File: config.mk
export PLATFORM = sky130hd
export DESIGN_NAME = div_sequencer
export DESIGN_NICKNAME = d
export VERILOG_FILES = /design/src/rtl/div_sequencer_pkg.sv /design/src/rtl/div_step.sv /design/src/rtl/div_sequencer.sv
export SDC_FILE = /design/constraint.sdc
export NUM_CORES = 1
export LEC_CHECK = 0
export ABC_AREA = 1
export BUFFER_PORTS_ARGS = -buffer_cell sky130_fd_sc_hd__buf_4
export CAP_MARGIN = 20
export CORE_ASPECT_RATIO = 1.75
export CORE_UTILIZATION = 55
export CTS_BUF_LIST = sky130_fd_sc_hd__clkbuf_4 sky130_fd_sc_hd__clkbuf_8
export CTS_CLUSTER_DIAMETER = 40
export DETAILED_ROUTE_END_ITERATION = 8
export GPL_TIMING_DRIVEN = 0
export PLACE_DENSITY = 0.78
export SLEW_MARGIN = 5
export SYNTH_ARGS = -nofsm -noshare
export SYNTH_HDL_FRONTEND = slang
export SYNTH_SLANG_ARGS = --single-unit
File: constraint.sdc
create_clock -name iCLK -period 6.95 [get_ports iCLK]
set_input_delay 0.3475 -clock iCLK [delete_from_list [all_inputs] [get_ports iCLK]]
set_output_delay 0.3475 -clock iCLK [all_outputs]
set_load 0.02 [all_outputs]
File: src/rtl/div_sequencer_pkg.sv
// Shared ALU opcode definitions and helpers for classifying the divide/remainder ops.
package div_sequencer_pkg;

    typedef logic [5:0] aluop_t;

    localparam aluop_t OPADD  = 6'd0;
    localparam aluop_t OPDIV  = 6'd12;
    localparam aluop_t OPDIVU = 6'd13;
    localparam aluop_t OPREM  = 6'd14;
    localparam aluop_t OPREMU = 6'd15;

    localparam logic [31:0] ZERO = 32'd0;

    function automatic logic is_div_op(input aluop_t op);
        return (op == OPDIV) || (op == OPDIVU) || (op == OPREM) || (op == OPREMU);
    endfunction

    function automatic logic is_signed_op(input aluop_t op);
        return (op == OPDIV) || (op == OPREM);
    endfunction

    function automatic logic is_quot_op(input aluop_t op);
        return (op == OPDIV) || (op == OPDIVU);
    endfunction

endpackage

File: src/rtl/div_step.sv
// One combinational radix-2 restoring division step on a {rem, quot} register pair.
// Zero latency; the caller owns all sequencing.
module div_step #(
    parameter int WIDTH = 32
) (
    input  logic [WIDTH-1:0] rem_i,
    input  logic [WIDTH-1:0] quot_i,
    input  logic [WIDTH-1:0] divisor_i,
    output logic [WIDTH-1:0] rem_o,
    output logic [WIDTH-1:0] quot_o
);

    logic [WIDTH:0] shifted;
    logic [WIDTH:0] diff;

    // The shifted partial remainder needs one extra bit before the trial subtract.
    assign shifted = {rem_i, quot_i[WIDTH-1]};
    assign diff    = shifted - {1'b0, divisor_i};

    always_comb begin
        if (!diff[WIDTH]) begin
            rem_o  = diff[WIDTH-1:0];
            quot_o = {quot_i[WIDTH-2:0], 1'b1};
        end else begin
            rem_o  = shifted[WIDTH-1:0];
            quot_o = {quot_i[WIDTH-2:0], 1'b0};
        end
    end

endmodule

File: src/rtl/div_sequencer.sv
// Multi-cycle DIV/DIVU/REM/REMU sequencer: WIDTH+3 cycles to oDone, 2 for div-by-zero/overflow.
// oBusy stalls execute until the one-cycle oDone pulse; iFlush aborts without oDone.
module div_sequencer
    import div_sequencer_pkg::*;
#(
    parameter int WIDTH = 32
) (
    input  logic             iCLK,
    input  logic             iRST,
    input  logic             iStart,
    input  logic [5:0]       iControlSignal,
    input  logic [WIDTH-1:0] iA,
    input  logic [WIDTH-1:0] iB,
    input  logic             iFlush,
    output logic             oBusy,
    output logic             oDone,
    output logic [WIDTH-1:0] oResult
);

    localparam int CW = $clog2(WIDTH);
    localparam logic [WIDTH-1:0] MIN_NEG = {1'b1, {(WIDTH-1){1'b0}}};

    typedef enum logic [2:0] {
        S_IDLE  = 3'd0,
        S_SETUP = 3'd1,
        S_ITER  = 3'd2,
        S_FIX   = 3'd3,
        S_DONE  = 3'd4
    } state_t;

    state_t           state_q, state_d;
    logic [CW-1:0]    cnt_q, cnt_d;
    logic [WIDTH-1:0] rem_q, rem_d;
    logic [WIDTH-1:0] quot_q, quot_d;
    logic [WIDTH-1:0] dvs_q, dvs_d;
    aluop_t           op_q, op_d;
    logic             negq_q, negq_d;
    logic             negr_q, negr_d;
    logic [WIDTH-1:0] result_q, result_d;
    logic             busy_q, busy_d;
    logic             done_q, done_d;

    logic [WIDTH-1:0] step_rem, step_quot;
    logic             sgn, want_quot, a_neg, b_neg, div_zero, ovf;
    logic [WIDTH-1:0] a_abs, b_abs, q_fix, r_fix;

    div_step #(.WIDTH(WIDTH)) u_step (
        .rem_i     (rem_q),
        .quot_i    (quot_q),
        .divisor_i (dvs_q),
        .rem_o     (step_rem),
        .quot_o    (step_quot)
    );

    // Raw operands sit in quot_q/dvs_q from acceptance until SETUP rewrites them.
    assign sgn       = is_signed_op(op_q);
    assign want_quot = is_quot_op(op_q);
    assign a_neg     = sgn & quot_q[WIDTH-1];
    assign b_neg     = sgn & dvs_q[WIDTH-1];
    assign a_abs     = a_neg ? -quot_q : quot_q;
    assign b_abs     = b_neg ? -dvs_q : dvs_q;
    assign div_zero  = (dvs_q == '0);
    assign ovf       = sgn && (quot_q == MIN_NEG) && (dvs_q == '1);
    assign q_fix     = negq_q ? -quot_q : quot_q;
    assign r_fix     = negr_q ? -rem_q : rem_q;

    always_comb begin
        state_d  = state_q;
        cnt_d    = cnt_q;
        rem_d    = rem_q;
        quot_d   = quot_q;
        dvs_d    = dvs_q;
        op_d     = op_q;
        negq_d   = negq_q;
        negr_d   = negr_q;
        result_d = result_q;

        case (state_q)
            S_IDLE: begin
                if (iStart && !iFlush && is_div_op(iControlSignal)) begin
                    state_d = S_SETUP;
                    quot_d  = iA;
                    dvs_d   = iB;
                    op_d    = iControlSignal;
                end
            end
            S_SETUP: begin
                if (div_zero) begin
                    result_d = want_quot ? '1 : quot_q;
                    state_d  = S_DONE;
                end else if (ovf) begin
                    result_d = want_quot ? MIN_NEG : '0;
                    state_d  = S_DONE;
                end else begin
                    quot_d  = a_abs;
                    dvs_d   = b_abs;
                    rem_d   = '0;
                    negq_d  = a_neg ^ b_neg;
                    negr_d  = a_neg;
                    cnt_d   = CW'(WIDTH - 1);
                    state_d = S_ITER;
                end
            end
            S_ITER: begin
                rem_d  = step_rem;
                quot_d = step_quot;
                if (cnt_q == '0) begin
                    state_d = S_FIX;
                end else begin
                    cnt_d = cnt_q - 1'b1;
                end
            end
            S_FIX: begin
                result_d = want_quot ? q_fix : r_fix;
                state_d  = S_DONE;
            end
            S_DONE:  state_d = S_IDLE;
            default: state_d = S_IDLE;
        endcase

        if (iFlush && state_q != S_IDLE) begin
            state_d  = S_IDLE;
            result_d = result_q;
        end

        busy_d = (state_d == S_SETUP) || (state_d == S_ITER) || (state_d == S_FIX);
        done_d = (state_d == S_DONE);
    end

    always_ff @(posedge iCLK or negedge iRST) begin
        if (!iRST) begin
            state_q  <= S_IDLE;
            cnt_q    <= '0;
            rem_q    <= '0;
            quot_q   <= '0;
            dvs_q    <= '0;
            op_q     <= OPADD;
            negq_q   <= 1'b0;
            negr_q   <= 1'b0;
            result_q <= '0;
            busy_q   <= 1'b0;
            done_q   <= 1'b0;
        end else begin
            state_q  <= state_d;
            cnt_q    <= cnt_d;
            rem_q    <= rem_d;
            quot_q   <= quot_d;
            dvs_q    <= dvs_d;
            op_q     <= op_d;
            negq_q   <= negq_d;
            negr_q   <= negr_d;
            result_q <= result_d;
            busy_q   <= busy_d;
            done_q   <= done_d;
        end
    end

    assign oBusy   = busy_q;
    assign oDone   = done_q;
    assign oResult = result_q;

endmodule

Word-level counts from Yosys, hierarchy flattened

Index checks and enable logic that the tools add are counted.

Input bits: 74
Logic and storage cells: 106
Flip-flop bits (word level): 146

Reduce and logical (&&, ||, !) cells: 28
$add $sub $neg: 5
Bitwise logic cells: 6
Eq/ne operators: 23
Mux-type cells: 33

Operators with widths:

| operator               | number |
|---|---|
| $mux W32               | 18 |
| $pmux W32 S2           | 3 |
| $neg A32 Y32           | 3 |
| $pmux W32 S3           | 1 |
| $eq A32 B32 Y1 const B | 2 |
| $eq A6 B4 Y1 const B   | 7 |
| $sub A33 B32 Y33       | 1 |
| $logic_not A32 Y1      | 1 |
| $mux W3                | 5 |
| $mux W5                | 3 |
| $eq A3 B2 Y1 const B   | 4 |
| $ne A2 B2 Y1 const B   | 6 |
| $pmux W3 S4            | 1 |
| $pmux W5 S2            | 1 |
| $reduce_and A5 Y1      | 2 |
| $reduce_and A3 Y1      | 3 |
| $logic_or A1 B1 Y1     | 7 |
| $eq A3 B1 Y1 const B   | 2 |
| $reduce_bool A2 Y1     | 3 |
| $reduce_bool A3 Y1     | 2 |
| $logic_and A1 B1 Y1    | 5 |
| $logic_not A5 Y1       | 1 |
| $sub A5 B1 Y5 const B  | 1 |
| $reduce_and A4 Y1      | 1 |
| 9 further kinds        | 12 |

Depth between registers and ports, before layout

Word-level depth: 11
Depth in mapped cells: 18

Cells and area by module

Synthesis repeated with hierarchy kept, for this count alone.

Cells, all modules: 2393
Area, all modules: 14048.5 µm²

By module, submodules not included:

| module        | times used | cells an instance | area each (µm²) |
|---|---|---|---|
| div_sequencer | 1          | 1678              | 10555.1 |
| div_step      | 1          | 715               | 3493.4 |

Worst setup path after synthesis

OpenSTA, ideal clock, no wires.

Path kind: reg-to-reg
Start point: register quot_q[31]
End point: register rem_q[18]
Data arrival time: 2260 ps
Path slack: 4572 ps
Path buffers: 1
Library setup time: 118 ps
Stages on the path, launching flop included: 18
Cell sequence: dfrtp_1 inv_1 ha_1 inv_1 fa_1 nand3_1 nand3_1 nand2_1 nand2_1 nand2_1 nand2_1 nand2_2 nand2_2 nand2_4 buf_2 nand3_1 nand3_1 nand2_1

Cells in the longest elaborated chain, start to end: 5
Elaborated cells on any way between the ends: 8
Classes of those cells: 1 x add/sub; 2 x eq/ne; 2 x mux; 3 x reduce/logical

RTL lines:

| element                                                  | line                 | RTL |
|---|---|---|
| start, declared                                          | div_sequencer.sv:34  | `logic [WIDTH-1:0] quot_q, quot_d;` |
| start signal, assigned                                   | div_sequencer.sv:147 | `quot_q <= quot_d;` |
| branches (longest 5 deep; another with $sub A33 B32 Y33) | n/a                  |  |
| end signal, assigned                                     | div_sequencer.sv:146 | `rem_q <= rem_d;` |
| end, declared                                            | div_sequencer.sv:33  | `logic [WIDTH-1:0] rem_q, rem_d;` |

Parallel ways; which one is timed is not known.
A chain may end at the register's enable or synchronous reset.

Worst setup path after layout

Start point: register quot_q[31]
End point: register rem_q[25]

Same word-level chain as after synthesis.

==> results by stage <==
Outcome:
- The run finished with clean final reports.

Yosys:
- For this run, asynchronously set or reset flops after synthesis account for between 90% and 100%.
- By area, the combinational part of the netlist is dominated by simple AND/OR/NAND/NOR gates.
- Of the total synthesized cell area, the portion taken by full adders, half adders and majority gates is 3.58%.
- The number of distinct library cells after synthesis is 50.
- Sorting the synthesized cells by area gives the leading types as sky130_fd_sc_hd__dfrtp_1 (27%), sky130_fd_sc_hd__nand2_1 (24%), sky130_fd_sc_hd__nand3_1 (9.0%), sky130_fd_sc_hd__inv_1 (7.7%), sky130_fd_sc_hd__nor2_1 (6.1%).
- The largest total area in the synthesized netlist belongs to sky130_fd_sc_hd__dfrtp_1.
- The synthesized net count is ~2400.
- The share of synthesized area in the top cell type comes to around 27%.
- After synthesis, the most frequently instantiated cells are sky130_fd_sc_hd__nand2_1 (862), sky130_fd_sc_hd__inv_1 (278), sky130_fd_sc_hd__nand3_1 (242).
- The synthesized netlist devotes between 40% and 50% of its cell area to simple gates.
- A synthesized cell averages ~5.9 µm².
- During synthesis, Yosys emitted a total of 0 warnings.
- The number of cells produced by synthesis is 2300.
- Sequential cells were found to cover 27.1% of the synthesized design area.
- The most used flip-flop cell after synthesis is sky130_fd_sc_hd__dfrtp_1.
- Summing the areas of all xor and xnor instances in the mapped netlist gives 2.27% of the synthesized area.
- The fraction of synthesized area in multiplexers is less than 1%.
- After synthesis the cells add up to ~13000 µm².
- The cell with the most instances after synthesis is sky130_fd_sc_hd__nand2_1.
- Counting flops with a built-in enable in the synthesized netlist gives 0.
- In this run, synthesis produced a sequential element count of roughly 150.
- The synthesized netlist devotes around an eighth of its cell area to compound gates.

GRT:
- Summed over all layers, the global routing overflow is 0.
- The number of global-route vias before repair came to approximately 16000.
- The number of antenna violations at the first check in global routing is 1.
- The first global-routing pass estimated just under 90000 µm of wire.
- Entering global routing, the biggest net connects 88 pins.
- Across every metal layer, demand over resource in global routing totals about 46%.

Placed design:
- Timing analysis after detailed placement gives a worst setup slack of about 3.7 ns.
- The congestion estimate from routability-driven global placement came to between 1 and 1.5.
- Port buffering added between 100 and 150 buffers.
- Summing all placed instances gives a cell area of between 10000 and 15000 µm².
- The HPWL after detailed placement is 46600 µm.

Worst setup path:
- The nature of the critical path startpoint is a flop.
- The critical path class is reg2reg.
- The most critical setup path has its startpoint at quot_q[31]$_DFFE_PN0P_.
- Grouping stages by cell kind, the critical path spends the most delay in simple AND/OR/NAND/NOR gates.
- The number of buffers and inverters on the critical path is 3.
- Walking the worst path, the cells encountered are inv_1 > ha_1 > inv_1 > fa_1 > nand3_1 > nand3_1 > nand2_1 > nand2_1 > nand2_1 > nand2_1 > nand2_2 > nand2_2 > nand2_4 > buf_2 > nand3_1 > nand3_1 > nand2_1.
- The launch instance of the worst register-to-register path is quot_q[31]$_DFFE_PN0P_.
- Data on the critical path arrives at its endpoint at ~3.8 ns.
- The highest fanout seen on the critical path is 10.
- The largest single stage delay on the critical path is 0.52 ns.
- STA puts the critical path data required time at approximately 7.4 ns.
- By instance count, the cell type seen most on the critical path is sky130_fd_sc_hd__nand2_1.
- Among all stages on the critical path, the largest delay is contributed by sky130_fd_sc_hd__dfrtp_1.
- The element type at the critical path end is a flop.

Power and ir drop:
- The total power consumption of the routed design is 7.24 mW.
- Dividing total power by cell area gives a power density of roughly 480 nW/µm².
- The cell leakage power is between 8 and 9 nW.
- The worst ir drop on vdd is about 0.00032 V.

Die:
- The chip height is 209 µm.
- For this configuration, the core starts out at a cell density of 56.2%.
- The die outline width is 120 µm.
- The area of the die is between 20000 and 30000 µm².
- The placeable core area is ~24000 µm².
- The count of pins on the block boundary is approximately 110.
- The floorplan has 75 rows.

Run:
- The max-capacitance violation count is 0.

Clocking:
- The CTS sink count is around 150.
- TritonCTS built the clock tree.
- The root cell of the clock tree is sky130_fd_sc_hd__clkbuf_8.
- The clock passes through at most 2 buffers.
- Once the clock tree was built, the setup fixing pass inserted 0 buffers.
- The source-to-sink clock delay at the later pin of the worst-skew pair is 0.52 ns.
- The number of clock buffers inserted by TritonCTS is 17.
- The H-tree depth is 4.
- After clock tree synthesis, the clock-pin slew on the worst setup and hold paths is around 0.090 ns.

Cells and area:
- The net count of the finished layout is between 2000 and 3000.
- The area growth from synthesis to final layout is 11.9%.
- Once layout is done, the placed cells without fillers occupy around 15000 µm².
- Of the cells placed in the final design, the portion with a size suffix greater than 1 is a little under a tenth.

Timing:
- The minimum period implied by the final worst setup slack is 3.43 ns.
- The period utilization is between 40% and 50%.
- The summed negative setup slack over all endpoints is 0 ns.
- For the pin with the worst max-slew slack, the measured transition is between 0.8 and 0.9 ns.
- The peak clock frequency supported by timing is ~290 MHz.
- The tightest slew margin relative to the limit is a little over two fifths.
- Hold timing on the final database bottoms out at a slack of approximately 0.041 ns.
- The worst clock skew is approximately 0.024 ns.
- Setup violations remaining at the end of the flow were counted as 0.
- The number of hold violations in the final report is 0.
- The max-slew violation total from the final report was 0.
- Setup repair after global routing left no endpoint under its margin.
- Setup slack closes at ~3.5 ns.

Worst hold path:
- The worst hold path begins at iControlSignal[0].
- The min-delay analysis places its worst path in the category in2reg.

Route:
- The total wire length after detailed routing is 57600 µm.
- After detailed routing, the number of vias per cell comes to between 5 and 6.
- After detailed routing, the average wire length per cell comes to 21.0 µm.
- After detailed routing, the number of remaining DRC violations is 0.
- The starting DRC count in detailed routing is about 1300.
- The remaining antenna violation count after routing is 0.
- The routed layout has approximately 16000 vias.
- The iteration count of the initial detailed-routing pass is 9.
## through the flow
| step | instances | utilization, % |
|---|---|---|
| 5_1_grt | 2749 | 62.9 |
| 3_5_place_dp | 2716 | 61.3 |
| 4_1_cts | 2749 | 62.9 |
| 6_report | 2750 | 62.9 |
| 2_1_floorplan | 2300 | - |
| 3_3_place_gp | 2715 | 61.1 |
## layer usage
metal | part of all wire (%) | vias to the layer above | GRT usage [%] | wire, µm
met4 | 13 | 0 | 52.2 | 7540
met5 | 0 | - | 0 | 0
met2 | 49 | 894 | 79.3 | 28100
met3 | 6.7 | 364 | 9.61 | 3890
li1 | - | 7604 | - | -
met1 | 31 | 7303 | 42.9 | 18100
## layout make-up
cell class              instances  area (µm²)
diodes                          1        2.50
fillers                      2414        8920
flip-flops and latches        146        3650
clock buffers                  20         269
clock inverters                12         106
well taps                     308         385
plain buffers                  77         392
repair buffers                109         845
multi-input cells            1791        8380
inverters                     286        1070
## final timing paths
kind                       slack (ns)                 endpoint  cells past startpoint
max                              3.52    rem_q[25]$_DFFE_PN0P_                     17
min                              0.04      op_q[0]$_DFFE_PN0P_                      3
max reg2reg                      3.52    rem_q[25]$_DFFE_PN0P_                     17
min reg2reg                      0.48      op_q[3]$_DFFE_PN0P_                      1
max in group asynchronous        5.67    dvs_q[18]$_DFFE_PN0P_                      3
min in group asynchronous        0.39  oResult[15]$_DFFE_PN0P_                      2
## power by group
part / internal [mW] / switching (mW)
clock: 0.305 / 0.368
combinational: 1.52 / 3.44
sequential: 1.14 / 0.474
total: 2.96 / 4.28
## cell families after synthesis
group / Yosys count
buffers and inverters: 363
DFF: 146
AOI/OAI and AO/OA: 286
adders and majority gates: 38
muxes: 1
and+or+nand+nor: 1431
xor gates and xnor gates: 35
## what timing repair did
| item | CTS | global route |
|---|---|---|
| hold buffers | 1 | 0 |
| hold endpoints to repair | 59 | 0 |
| resized for setup | 0 | 0 |
| endpoints found under the setup margin | 0 | 0 |
## sequential cells by signal, indices dropped and copies added, names as in the netlist
register and cells:
dvs_q 32, negq_q 1, negr_q 1, state_q 3, rem_q 32, op_q 6, quot_q 32, oResult 32
oBusy 1, oDone 1, cnt_q 5
## cells in the final DEF (no fill, tap or decap), types with 37 or more instances in the layout
master and instances:
sky130_fd_sc_hd__o21ai_0 119, sky130_fd_sc_hd__buf_4 112, sky130_fd_sc_hd__a21oi_1 77, sky130_fd_sc_hd__nand2_1 862, sky130_fd_sc_hd__nor2_1 218, sky130_fd_sc_hd__o21ai_1 41, sky130_fd_sc_hd__inv_1 278, sky130_fd_sc_hd__ha_1 37
sky130_fd_sc_hd__dfrtp_1 146, sky130_fd_sc_hd__nand3_1 242
## tightest hold or removal path, cell delays in order
cell	delay, ns
sky130_fd_sc_hd__buf_4	0.08
sky130_fd_sc_hd__nand2_1	0.05
sky130_fd_sc_hd__nand2_1	0.05
Power figures use the tool's default switching activity.
